$ cat src/rtl/async_fifo_if.sv
// Handshake and data bundle for the FIFO: write side, read side and status.
// The master modport is the user of the FIFO; the slave modport is the FIFO itself.
interface async_fifo_if #(
  parameter int DSIZE = 8,
  parameter int ASIZE = 3
);
  logic             winc;
  logic [DSIZE-1:0] wdata;
  logic             wfull;
  logic             rinc;
  logic [DSIZE-1:0] rdata;
  logic             rempty;
  logic [ASIZE:0]   count;

  modport master (
    output winc, wdata, rinc,
    input  wfull, rdata, rempty, count
  );

  modport slave (
    input  winc, wdata, rinc,
    output wfull, rdata, rempty, count
  );
endinterface

$ cat src/rtl/async_fifo.sv
// Single-clock FIFO with binary wrap pointers and registered status.
// Pointers carry one extra MSB so that full and empty are told apart without
// a separate counter. The flags and count are computed from the next-state
// pointers, so they change on the same edge as the accepted operations.
module async_fifo #(
  parameter int DSIZE = 8,
  parameter int ASIZE = 3
) (
  input  logic        clk,
  input  logic        rst,
  async_fifo_if.slave bus
);
  localparam int DEPTH = 1 << ASIZE;

  logic [DSIZE-1:0] mem [DEPTH];

  logic [ASIZE:0]   wptr_q, wptr_d;
  logic [ASIZE:0]   rptr_q, rptr_d;
  logic [ASIZE:0]   count_q, count_d;
  logic             wfull_q, wfull_d;
  logic             rempty_q, rempty_d;
  logic [DSIZE-1:0] rdata_q, rdata_d;
  logic             wr_en, rd_en;

  // Accept decisions and next-state pointers, flags, count and read data.
  always_comb begin
    wr_en    = bus.winc & ~wfull_q;
    rd_en    = bus.rinc & ~rempty_q;
    wptr_d   = wptr_q + {{ASIZE{1'b0}}, wr_en};
    rptr_d   = rptr_q + {{ASIZE{1'b0}}, rd_en};
    // Modulo subtraction of the wrap pointers yields 0..DEPTH directly.
    count_d  = wptr_d - rptr_d;
    wfull_d  = (wptr_d ^ rptr_d) == {1'b1, {ASIZE{1'b0}}};
    rempty_d = (wptr_d == rptr_d);
    rdata_d  = rdata_q;
    if (rd_en) begin
      rdata_d = mem[rptr_q[ASIZE-1:0]];
    end
  end

  // Control and output registers; reset empties the FIFO in one edge.
  always_ff @(posedge clk) begin
    if (rst) begin
      wptr_q   <= '0;
      rptr_q   <= '0;
      count_q  <= '0;
      wfull_q  <= 1'b0;
      rempty_q <= 1'b1;
      rdata_q  <= '0;
    end else begin
      wptr_q   <= wptr_d;
      rptr_q   <= rptr_d;
      count_q  <= count_d;
      wfull_q  <= wfull_d;
      rempty_q <= rempty_d;
      rdata_q  <= rdata_d;
    end
  end

  // Storage array; left uncleared since reset makes old contents unreachable.
  always_ff @(posedge clk) begin
    if (!rst && wr_en) begin
      mem[wptr_q[ASIZE-1:0]] <= bus.wdata;
    end
  end

  assign bus.wfull  = wfull_q;
  assign bus.rempty = rempty_q;
  assign bus.count  = count_q;
  assign bus.rdata  = rdata_q;
endmodule

$ cat src/flat_wrapper.sv
// flat-port wrapper written by rule: the top's interface ports become plain ports
module async_fifo_flat 
#(
  parameter int DSIZE = 8,
  parameter int ASIZE = 3
)
  (clk, rst, bus_winc, bus_wdata, bus_rinc, bus_wfull, bus_rdata, bus_rempty, bus_count);
  async_fifo_if #(.DSIZE(DSIZE), .ASIZE(ASIZE)) bus_i ();
  input  logic clk;
  input  logic rst;
  input wire logic [$bits(bus_i.winc)-1:0] bus_winc;
  input wire logic [$bits(bus_i.wdata)-1:0] bus_wdata;
  input wire logic [$bits(bus_i.rinc)-1:0] bus_rinc;
  output wire logic [$bits(bus_i.wfull)-1:0] bus_wfull;
  output wire logic [$bits(bus_i.rdata)-1:0] bus_rdata;
  output wire logic [$bits(bus_i.rempty)-1:0] bus_rempty;
  output wire logic [$bits(bus_i.count)-1:0] bus_count;
  assign bus_i.winc = bus_winc;
  assign bus_i.wdata = bus_wdata;
  assign bus_i.rinc = bus_rinc;
  assign bus_wfull = bus_i.wfull;
  assign bus_rdata = bus_i.rdata;
  assign bus_rempty = bus_i.rempty;
  assign bus_count = bus_i.count;
  async_fifo #(.DSIZE(DSIZE), .ASIZE(ASIZE)) u_core (.clk(clk), .rst(rst), .bus(bus_i));
endmodule
$ cat config.mk
export PLATFORM = sky130hd
export DESIGN_NAME = async_fifo_flat
export DESIGN_NICKNAME = d
export VERILOG_FILES = /design/src/rtl/async_fifo_if.sv /design/src/rtl/async_fifo.sv /design/src/flat_wrapper.sv
export SDC_FILE = /design/constraint.sdc
export NUM_CORES = 1
export LEC_CHECK = 0
export ABC_AREA = 1
export BUFFER_PORTS_ARGS = -buffer_cell sky130_fd_sc_hd__buf_2
export CORE_ASPECT_RATIO = 1.5
export CORE_MARGIN = 5
export CORE_UTILIZATION = 45
export DETAILED_ROUTE_END_ITERATION = 8
export PLACE_DENSITY_LB_ADDON = 0.08
export SLEW_MARGIN = 20
export SYNTH_ARGS = -nofsm -noshare
export SYNTH_HDL_FRONTEND = slang
export SYNTH_SLANG_ARGS = --single-unit
$ cat constraint.sdc
create_clock -name clk -period 2.21 [get_ports clk]
set_input_delay 0.3315 -clock clk [delete_from_list [all_inputs] [get_ports clk]]
set_output_delay 0.3315 -clock clk [all_outputs]
set_load 0.1 [all_outputs]
# Yosys cells after proc, flatten, opt, wreduce, memory -nomap -nowiden
# Memory sizes are Yosys's and may differ from the RTL's. A register that Yosys moved wholly into a read port is not among the register bits.
# Cells that the tools add are included.
# word_totals
memories	1
regBits	14
inputBits	12
word_cells	20
mem_bits_rw	64
# op_classes
reduce_logical	2
addsub	3
n_mux	2
n_bitwise	5
n_eq_ne	2
# mem_list
memory	words	width	read_ports	rd_ports_with_merged_regs	wr	line	source
u_core.mem	8	8	1	1	1	async_fifo.sv:15	logic [DSIZE-1:0] mem [DEPTH];
# op_table
operator	n
4-bit by 1-bit adder with 4-bit output	2
4-bit == test	1
4-bit == test (second input constant)	1
4-bit subtractor	1
4-bit bitwise XOR	1
1-bit bitwise AND	2
1-bit two-way mux	2
1-bit NOT	2
1-bit logical AND	1
1-bit zero test	1

# Logic depth before layout (Yosys ltp)
# logic_depth
word_depth	5
mapped_depth	16

# Least setup slack after synthesis
# OpenSTA, ideal clock, no wires.
# synth_path
path_kind	register to register
startpoint	reg u_core.rempty_q (netlist: u_core.bus.rempty)
endpoint	reg u_core.count_q[2] (netlist: u_core.bus.count[2])
t_arrival_ns	2.417
path_stages_with_launch	16
path_slack_ns	-0.277
setup_time_ns	0.070
path_buffers	1
t_required_ns	2.140
period_less_slack_ns	2.487
cell_sequence	dfxtp_1 > nor2_1 > buf_2 > ha_1 > inv_1 > nand2_1 > nand2_1 > nand2_2 > nand2_1 > inv_1 > ha_1 > inv_1 > nand2_1 > inv_1 > o21ai_2 > a21oi_1
# synth_between
elab_chain_len	4
# synth_rtl
item	line	source
start, declared	async_fifo.sv:21	logic rempty_q, rempty_d;
start signal, assigned	async_fifo.sv:55	rempty_q <= rempty_d;
1-bit NOT	async_fifo.sv:28	rd_en = bus.rinc & ~rempty_q;
1-bit bitwise AND	async_fifo.sv:28	
4-bit by 1-bit adder with 4-bit output	async_fifo.sv:30	rptr_d = rptr_q + {{ASIZE{1'b0}}, rd_en};
4-bit subtractor	async_fifo.sv:32	count_d = wptr_d - rptr_d;
end signal, assigned	async_fifo.sv:53	count_q <= count_d;
end, declared	async_fifo.sv:19	logic [ASIZE:0] count_q, count_d;
# No other way between the ends.
# A chain may end at the register's enable or synchronous reset.

# Worst setup path in the final report
# layout_path
startpoint	reg u_core.wfull_q (netlist: u_core.bus.wfull)
endpoint	reg u_core.count_q[2] (netlist: u_core.bus.count[2])
# layout_between
elab_chain_len	4
# layout_rtl
item	line	source
start, declared	async_fifo.sv:20	logic wfull_q, wfull_d;
start signal, assigned	async_fifo.sv:54	wfull_q <= wfull_d;
1-bit NOT	async_fifo.sv:27	wr_en = bus.winc & ~wfull_q;
1-bit bitwise AND	async_fifo.sv:27	
4-bit by 1-bit adder with 4-bit output	async_fifo.sv:29	wptr_d = wptr_q + {{ASIZE{1'b0}}, wr_en};
net u_core.wptr_d[1]	async_fifo.sv:17	logic [ASIZE:0] wptr_q, wptr_d;
4-bit subtractor	async_fifo.sv:32	
# The timed path passes the listed nets, and every way through them passes these cells.

==> results.tsv <==
metric	value	unit
CTS clk-pin slew, worst paths	60	ps
placed cell area	0.00389	mm^2
CP required	2480	ps
WL/cell	15.1	um
Syn Nets	359	
Initial Util	0.457	
DP HPWL	4.87	mm
# Post-CTS Setup Buffers	0	
cts bufs inserted	9	
total chip power	4.21	mW
mux cell area share after synthesis	0	
DP Worst Slack	250	ps
Max Cap Viol	0	
# setup viols final	0	
final wirelength	7.31	mm
final period utilization	0.827	
adder-cell share of the synthesized area	0.0206	
n_diodes	0	
Vias/cell	4.88	
worst reg2reg path endpoint	u_core.bus.count[2]$_SDFF_PP0_	
CTS Root Cell	clkbuf_16	
cts repair resizes	0	
CP Capture Type	flop	
Yosys top cell by area	edfxtp_1	
Worst Hold Endpoint	u_core.mem[0][2]$_DFFE_PP_	
syn avg cell area	10.7	um^2
port bufs	25	
largest family of logic cells by synthesized area	simple AND/OR/NAND/NOR gates	
CTS Hold Buffers Added	0	
FF-to-FF Start	u_core.bus.wfull$_SDFF_PP0_	
FILL cells	713	
Slew @ Worst Pin	552	ps
die width	83.4	um
first-pass GRT wire length	11.8	mm
largest net degree at the start of global routing	65	
Final Util	0.530	
router iterations before antenna repair	4	
fin. max-slew vios	0	
PwrDens	1000	mW/mm^2
RSZ-0062 raised after global routing	false	
hold path depth	1	
final setup slack of the worst path	383	ps
die height	120	um
LEAKAGE	1.71	nW
WS Path Type	flop to flop	
arrival time at the worst endpoint	2100	ps
I/O Pins	26	
TritonCTS clock tree	yes	
via count	2363	
Max rail drop VDD	0.576	mV
Cell Count Post-Placement	468	
Peak Freq	547	MHz
final hold viol count	0	
ranking of synthesized cells by area	edfxtp_1 (53%), dfxtp_1 (12%), nand2_1 (5.6%), inv_1 (5.3%), a21oi_1 (3.6%)	
Netlist cell types	30	
status	complete, no violations	
XOR/XNOR share of the synthesized area	0.00447	
Post-layout nets	392	
reg2reg path depth	13	
Clock Path Buffers	2	
Syn Inst Count	341	
fraction of layout cells with a size suffix above 1	0.185	
Final Cell Area	0.00422	mm^2
Netlist Area Pre-Place	0.00364	mm^2
post-route insts no fill	484	
DR iter-0 viols	202	
die area	0.0100	mm^2
Multi-input gate area	961	um^2
Final Wtd Congestion	0.808	
R2R Setup Slk	380	ps
P&R area growth vs syn	15.9	%
number of global-route vias before repair	2356	
Fin Clk Skew	5.42	ps
most common cell after layout, fill and taps aside	edfxtp_1	
FF+latch count, synth	86	
Num Clock Sinks	86	
Critical Path Start	u_core.bus.wfull$_SDFF_PP0_	
Startpoint Class	flop	
CP Max Fanout	3	
Final ANT Viol Nets	0	
DRC viols	0	
hold path startpoint	bus_wdata[2]	
FP Rows	40	
worst-skew pair later-pin latency	340	ps
Max-slew headroom	0.632	
worst hold margin	267	ps
GRT Overall Usage	0.158	
Post-Synth Simple-Gate Area	0.133	
grt ovf	0	
sequential area share after synthesis	0.650	
setup TNS	0	ps
Syn. warnings	0	
core area	0.00796	mm^2
most frequent cells in the layout	edfxtp_1 (64), nand2_1 (54), inv_1 (51)	
H-tree levels	3	
Synth Area in Compound Gates	0.106	
top cell type's share of synthesized area	0.529	
initial antenna violation count	0	
Final Critical Period	1830	ps
Sequential Area	0.00237	mm^2
class of the worst hold path	input pin to flop	
worst max-delay path, stage by stage (launching register included):
cell	delay, ps
dfxtp_2	340
nor2_1	50
ha_1	210
ha_1	320
inv_1	90
nand3_1	90
nand2_1	100
inv_1	50
ha_1	180
inv_1	50
nand2_1	50
inv_1	80
o21ai_2	60
a21oi_1	120
area by class of cell:
cell class	count	share of cell area
tap	105	0.0312
clock inverter	4	0.0163
multi-input combinational	184	0.228
sequential	86	0.561
inverter	56	0.0514
timing repair buffer	37	0.0511
clock buffer	12	0.0608
flip-flops by register name, summed over array words and instances, names as in the netlist:
signal             count
u_core.bus.count       4
u_core.bus.rempty      1
u_core.mem            64
u_core.rptr_q          4
u_core.bus.wfull       1
u_core.wptr_q          4
u_core.bus.rdata       8
layer usage:
metal  global-route usage  share of wire
met5                    0              0
met4               0.0613          0.017
met3               0.0440          0.031
met2                0.283           0.53
met1                0.177           0.42
Yosys cell counts, drive strengths merged:
cell and count:
a21boi 1, a21oi 26, buf 12, clkbuf 3, clkinv 2, dfxtp 22
edfxtp 64, ha 6, inv 54, nand2 61, nand3 22, nand4 1
nor2 24, nor3 1, o211ai 16, o21ai 25, xnor2 1
kinds of logic after synthesis:
group	count (synthesis)
simple gates	109
flops	86
buf+inv	71
compound gates	68
fa+ha+maj	6
xor+xnor	1
where the power goes:
part	leakage (nW)	total (mW)	switching, mW	internal (mW)
Combinational	0.792	0.759	0.600	0.159
Sequential	0.759	1.84	0.0325	1.81
Clock	0.160	1.61	0.569	1.05
Total	1.71	4.21	1.20	3.01
worst max-delay path by stage:
stage | endpoint | slack, ps
floorplan | u_core.bus.count[2]$_SDFF_PP0_ | 90
global placement | u_core.bus.count[2]$_SDFF_PP0_ | 300
detailed placement | u_core.bus.count[2]$_SDFF_PP0_ | 250
CTS | u_core.bus.count[2]$_SDFF_PP0_ | 380
global route | u_core.bus.count[2]$_SDFF_PP0_ | 170
finish | u_core.bus.count[2]$_SDFF_PP0_ | 380
(Power assumes the default switching activity.)
